--- config.mk ---
export PLATFORM = sky130hd
export DESIGN_NAME = pc_fetch_unit_flat
export DESIGN_NICKNAME = d
export VERILOG_FILES = /design/src/rtl/pc_fetch_if.sv /design/src/rtl/pc_fetch_unit.sv /design/src/flat_wrapper.sv
export SDC_FILE = /design/constraint.sdc
export NUM_CORES = 1
export LEC_CHECK = 0
export CORE_ASPECT_RATIO = 0.6
export CORE_MARGIN = 5
export CORE_UTILIZATION = 40
export DETAILED_ROUTE_END_ITERATION = 7
export PLACE_DENSITY = 0.71
export SYNTH_ARGS = -nofsm -noshare
export SYNTH_HDL_FRONTEND = slang
export SYNTH_SLANG_ARGS = --single-unit
--- constraint.sdc ---
create_clock -name clk -period 6.4 [get_ports clk]
set_input_delay 1.28 -clock clk [delete_from_list [all_inputs] [get_ports clk]]
set_output_delay 1.28 -clock clk [all_outputs]
set_load 0.02 [all_outputs]
--- src/rtl/pc_fetch_if.sv ---
// Fetch-stage bundle between the control/decode side and the PC unit.
// Handshake: fetch_valid qualifies ins_addr; there is no ready, stall is the only back-pressure.
interface pc_fetch_if;
   logic        stall;
   logic        branch_taken;
   logic [15:0] branch_offset;
   logic        jump;
   logic [25:0] jump_index;
   logic        jump_reg;
   logic [31:0] jr_target;
   logic        halt_req;
   logic [31:0] ins_addr;
   logic [31:0] pc_plus4;
   logic        fetch_valid;
   logic [1:0]  state;
   logic        fault;
   logic [31:0] fault_pc;
   logic [31:0] retired_cnt;

   modport master (
      output stall, branch_taken, branch_offset, jump, jump_index,
             jump_reg, jr_target, halt_req,
      input  ins_addr, pc_plus4, fetch_valid, state, fault, fault_pc, retired_cnt
   );

   modport slave (
      input  stall, branch_taken, branch_offset, jump, jump_index,
             jump_reg, jr_target, halt_req,
      output ins_addr, pc_plus4, fetch_valid, state, fault, fault_pc, retired_cnt
   );
endinterface

--- src/rtl/pc_fetch_unit.sv ---
// Program counter and next-PC selection for the single-cycle MIPS core,
// with fetch-window guarding, halt/fault states and a retired-fetch counter.
module pc_fetch_unit #(
   parameter logic [31:0] RESET_PC  = 32'h0000_3000,
   parameter logic [31:0] IMEM_BASE = 32'h0000_3000,
   parameter logic [31:0] IMEM_LAST = 32'h0000_3400
) (
   input  logic       clk,
   input  logic       reset,
   pc_fetch_if.slave  bus
);

   typedef enum logic [1:0] {
      ST_RUN   = 2'b00,
      ST_HALT  = 2'b01,
      ST_FAULT = 2'b10,
      ST_BAD   = 2'b11
   } state_t;

   state_t      st;
   logic [31:0] pc;
   logic [31:0] fault_pc_q;
   logic [31:0] cnt;
   logic        fault_q;

   logic [31:0] seq_tgt;
   logic [31:0] branch_tgt;
   logic [31:0] jump_tgt;
   logic [31:0] target;
   logic        legal;

   assign seq_tgt    = pc + 32'd4;
   assign branch_tgt = seq_tgt + {{14{bus.branch_offset[15]}}, bus.branch_offset, 2'b00};
   assign jump_tgt   = {seq_tgt[31:28], bus.jump_index, 2'b00};

   always_comb begin
      target = seq_tgt;
      if (bus.jump_reg)          target = bus.jr_target;
      else if (bus.jump)         target = jump_tgt;
      else if (bus.branch_taken) target = branch_tgt;
   end

   assign legal = (target[1:0] == 2'b00) && (target >= IMEM_BASE) && (target <= IMEM_LAST);

   always_ff @(posedge clk or posedge reset) begin
      if (reset) begin
         st         <= ST_RUN;
         pc         <= RESET_PC;
         fault_pc_q <= 32'd0;
         cnt        <= 32'd0;
         fault_q    <= 1'b0;
      end else begin
         case (st)
            ST_RUN: begin
               // Halt outranks stall and every redirect; stall suppresses target checking.
               if (bus.halt_req) begin
                  st <= ST_HALT;
               end else if (!bus.stall) begin
                  if (legal) begin
                     pc  <= target;
                     cnt <= cnt + 32'd1;
                  end else begin
                     st         <= ST_FAULT;
                     fault_pc_q <= target;
                     fault_q    <= 1'b1;
                  end
               end
            end
            ST_BAD:  fault_q <= 1'b1;
            default: ;
         endcase
      end
   end

   assign bus.ins_addr    = pc;
   assign bus.pc_plus4    = seq_tgt;
   assign bus.fetch_valid = (st == ST_RUN);
   assign bus.state       = st;
   assign bus.fault       = fault_q;
   assign bus.fault_pc    = fault_pc_q;
   assign bus.retired_cnt = cnt;

endmodule

--- src/flat_wrapper.sv ---
// flat-port wrapper written by rule: the top's interface ports become plain ports
module pc_fetch_unit_flat 
#(
   parameter logic [31:0] RESET_PC  = 32'h0000_3000,
   parameter logic [31:0] IMEM_BASE = 32'h0000_3000,
   parameter logic [31:0] IMEM_LAST = 32'h0000_3400
)
  (clk, reset, bus_stall, bus_branch_taken, bus_branch_offset, bus_jump, bus_jump_index, bus_jump_reg, bus_jr_target, bus_halt_req, bus_ins_addr, bus_pc_plus4, bus_fetch_valid, bus_state, bus_fault, bus_fault_pc, bus_retired_cnt);
  pc_fetch_if bus_i ();
  input  logic clk;
  input  logic reset;
  input wire logic [$bits(bus_i.stall)-1:0] bus_stall;
  input wire logic [$bits(bus_i.branch_taken)-1:0] bus_branch_taken;
  input wire logic [$bits(bus_i.branch_offset)-1:0] bus_branch_offset;
  input wire logic [$bits(bus_i.jump)-1:0] bus_jump;
  input wire logic [$bits(bus_i.jump_index)-1:0] bus_jump_index;
  input wire logic [$bits(bus_i.jump_reg)-1:0] bus_jump_reg;
  input wire logic [$bits(bus_i.jr_target)-1:0] bus_jr_target;
  input wire logic [$bits(bus_i.halt_req)-1:0] bus_halt_req;
  output wire logic [$bits(bus_i.ins_addr)-1:0] bus_ins_addr;
  output wire logic [$bits(bus_i.pc_plus4)-1:0] bus_pc_plus4;
  output wire logic [$bits(bus_i.fetch_valid)-1:0] bus_fetch_valid;
  output wire logic [$bits(bus_i.state)-1:0] bus_state;
  output wire logic [$bits(bus_i.fault)-1:0] bus_fault;
  output wire logic [$bits(bus_i.fault_pc)-1:0] bus_fault_pc;
  output wire logic [$bits(bus_i.retired_cnt)-1:0] bus_retired_cnt;
  assign bus_i.stall = bus_stall;
  assign bus_i.branch_taken = bus_branch_taken;
  assign bus_i.branch_offset = bus_branch_offset;
  assign bus_i.jump = bus_jump;
  assign bus_i.jump_index = bus_jump_index;
  assign bus_i.jump_reg = bus_jump_reg;
  assign bus_i.jr_target = bus_jr_target;
  assign bus_i.halt_req = bus_halt_req;
  assign bus_ins_addr = bus_i.ins_addr;
  assign bus_pc_plus4 = bus_i.pc_plus4;
  assign bus_fetch_valid = bus_i.fetch_valid;
  assign bus_state = bus_i.state;
  assign bus_fault = bus_i.fault;
  assign bus_fault_pc = bus_i.fault_pc;
  assign bus_retired_cnt = bus_i.retired_cnt;
  pc_fetch_unit #(.RESET_PC(RESET_PC), .IMEM_BASE(IMEM_BASE), .IMEM_LAST(IMEM_LAST)) u_core (.clk(clk), .reset(reset), .bus(bus_i));
endmodule
==> results of run 1 <==
==> power by group <==
part	switching [W]	total, W	internal (W)
Sequential	0	0.000625	0.000625
Clock	0.000266	0.000577	0.000311
Combinational	0.000130	0.000226	0.0000964
==> final cells by class <==
class | count | area share
Multi-Input combinational cell | 688 | 0.460
Timing Repair Buffer | 243 | 0.231
Clock buffer | 9 | 0.0220
Tap cell | 240 | 0.0293
Clock inverter | 7 | 0.00793
Sequential cell | 99 | 0.242
Inverter | 22 | 0.00829
==> layer usage <==
layer,vias to the layer above,track usage,share of wire
li1,3587,-,-
met1,3639,0.424,0.52
met2,367,0.331,0.37
met3,16,0.0786,0.10
met4,4,0.0262,0.0049
met5,-,0,0.00067
==> placed cells by master (no fill, tap or decap), drive strengths merged, types with 18 or more instances in the layout <==
cell and instances:
clkdlybuf4s50 212, nand2 100, dfrtp 97, a21oi 46, xnor2 44, nor2 44
o21ai 43, nand4 37, nand3 33, ha 32, buf 31, mux2 30
nor2b 26, inv 25, and3 23, xor2 19, nor3 19, o211ai 18
==> metrics by stage <==
step | util | setup slack (ns) | area, um2 | instances
after floorplan | - | 0.952 | 7480 | 854
after global placement | 0.546 | 0.547 | 9950 | 1292
after detailed placement | 0.546 | 0.486 | 9950 | 1292
after CTS | 0.563 | 0.529 | 10300 | 1308
after global routing | 0.563 | 0.0696 | 10300 | 1308
final | 0.563 | 0.556 | 10300 | 1308
==> flip-flops by register name (all words and copies together) (netlist names) <==
name / flops
u_core.bus.retired_cnt: 32
u_core.bus.fault: 1
u_core.bus.state: 2
u_core.bus.fault_pc: 32
u_core.bus.ins_addr: 32
==> repair_timing <==
item / CTS / global route
setup endpoints to repair: 0 / 55
buffers inserted: 0 / 0
gates resized for setup: 0 / 1
==> worst max-delay path: cells and delay by family (launching register included) <==
family	cells	cell delay, ns
compound gates	2	0.51
mux	2	0.52
simple gates	10	3.34
buf+inv	2	0.49
fa+ha+maj	1	0.30
flops	1	0.49
==> cells by family after synthesis <==
family,after synthesis,synth area share
AND/OR/NAND/NOR,345,0.242
AO/OA/AOI/OAI,207,0.191
flip-flops,99,0.332
buffers and inverters,67,0.0387
XOR/XNOR,63,0.0738
multiplexers,40,0.0666
adder cells (fa/ha/maj),33,0.0562
==> worst paths after layout <==
path / slack (ns) / depth (start not counted) / end / start
min in group asynchronous: 1.30 / 2 / u_core.bus.fault_pc[3]$_DFFE_PP0P_ / reset
hold / removal: 0.49 / 1 / u_core.bus.retired_cnt[31]$_DFFE_PP0P_ / u_core.bus.retired_cnt[31]$_DFFE_PP0P_
setup reg to reg: 0.56 / 17 / u_core.bus.retired_cnt[1]$_DFFE_PP0P_ / u_core.bus.ins_addr[5]$_DFFE_PP0P_
setup / recovery: 0.56 / 17 / u_core.bus.retired_cnt[1]$_DFFE_PP0P_ / u_core.bus.ins_addr[5]$_DFFE_PP0P_
hold reg to reg: 0.49 / 1 / u_core.bus.retired_cnt[31]$_DFFE_PP0P_ / u_core.bus.retired_cnt[31]$_DFFE_PP0P_
max in group asynchronous: 3.93 / 3 / u_core.bus.ins_addr[28]$_DFFE_PP0P_ / reset
==> flow_metrics.env, run 1 <==
export IMPL_outcome="finished clean"
export IMPL_synth_cell_types=78
export IMPL_regArea_um2=2480
export IMPL_start_kind="flop"
export IMPL_diodes=0
export IMPL_synth_edf_count=0
export IMPL_tns_ns=0
export IMPL_firstDrtPassIters=5
export IMPL_synth_seq_area_share=0.332
export IMPL_grt_pass1_wl_mm=43.8
export IMPL_leakagePower_nw=4.42
export IMPL_drv_slew=0
export IMPL_layout_drive_gt1_share=0.0964
export IMPL_synth_async_sr_flop_share=1.00
export IMPL_drtIter0Drc=680
export IMPL_finalCriticalPeriod_ns=5.84
export IMPL_num_rows=38
export IMPL_cpMostUsedCell="nand4_1"
export IMPL_yosys_warnings=0
export IMPL_cp_cell_sequence="nand4_1 > or4_1 > buf_4 > nor3_1 > nand2b_1 > ha_1 > nand2_1 > nor4_1 > o211ai_1 > and3b_1 > mux2i_1 > a22oi_1 > nand4_1 > or3_4 > nor4_4 > buf_12 > mux2_2"
export IMPL_cts_buffer_depth=2
export IMPL_gr_total_overflow=0
export IMPL_multi_input_area_um2=4720
export IMPL_pin_count=213
export IMPL_numClockSinks=99
export IMPL_worstSkewPairLatency_ns=0.35
export IMPL_crit_path_end_kind="flop"
export IMPL_cts_tree="yes"
export IMPL_routedWlPerCell_um=21.8
export IMPL_fin_skew_ns=0.0101
export IMPL_rsz0062_at_grt="false"
export IMPL_syn_area_um2=7480
export IMPL_die_h_um=116
export IMPL_synthFlopType="dfrtp_1"
export IMPL_dpl_hpwl_mm=22.8
export IMPL_cts_made_buffers=9
export IMPL_hold_viol=0
export IMPL_syn_avg_cell_area_um2=8.75
export IMPL_yosys_area_top_type="dfrtp_1"
export IMPL_tightestPinTransition_ns=0.777
export IMPL_wl_mm=28.5
export IMPL_fmax_mhz=171
export IMPL_htree_levels=3
export IMPL_die_x_um=186
export IMPL_core_area_um2=18200
export IMPL_track_usage=0.258
export IMPL_postCtsHoldBufs=0
export IMPL_grt_max_degree=66
export IMPL_arrival_ns=6.08
export IMPL_grt_pass1_vias=7157
export IMPL_vias_per_cell=5.82
export IMPL_drc=0
export IMPL_synth_cells=854
export IMPL_fin_nets=1177
export IMPL_hold_ws_ns=0.491
export IMPL_clk_pin_slew_ns=0.08
export IMPL_vdd_drop_max_mv=0.154
export IMPL_antenna_found_initial=2
export IMPL_root_buffer="clkbuf_16"
export IMPL_power_density_nw_per_um2=139
export IMPL_portBuffers=212
export IMPL_vias=7613
export IMPL_finalPower_w=0.00143
export IMPL_syn_num_nets=968
export IMPL_synth_seq_cells=99
export IMPL_crit_required_ns=6.64
export IMPL_synthTopCellsByCount="nand2_1, dfrtp_1, a21oi_1, xnor2_1, nor2_1"
export IMPL_n_fill_cell=1684
export IMPL_critPathSlowestCell="or4_1"
export IMPL_ys_top_cells_by_area="dfrtp_1, ha_1, xnor2_1, nand2_1, mux2_4"
export IMPL_yosysMostFrequentCell="nand2_1"
export IMPL_syn_to_final_growth_pct=37.2
export IMPL_relSlewSlack=0.482
export IMPL_setup_viol=0
export IMPL_critPathMaxStageDelay_ns=0.69
export IMPL_synth_top_cell_area_share=0.325
export IMPL_initial_core_util=0.411
export IMPL_crit_fanout=65
export IMPL_fin_crit_sh=0.913
export IMPL_design_die_area_um2=21600
export IMPL_ant_nets=0
export IMPL_worstHoldPathType="flop to flop"
export IMPL_crit_type="flop to flop"
export IMPL_gp_congestion=0.960
export IMPL_drv_cap=0
Power figures use the tool's default switching activity.
==> run 2: changes to the inputs <==
- SLEW_MARGIN: unset -> 30
==> results of run 2 <==
Final layout, timing and power as in run 1 (identical DEF).
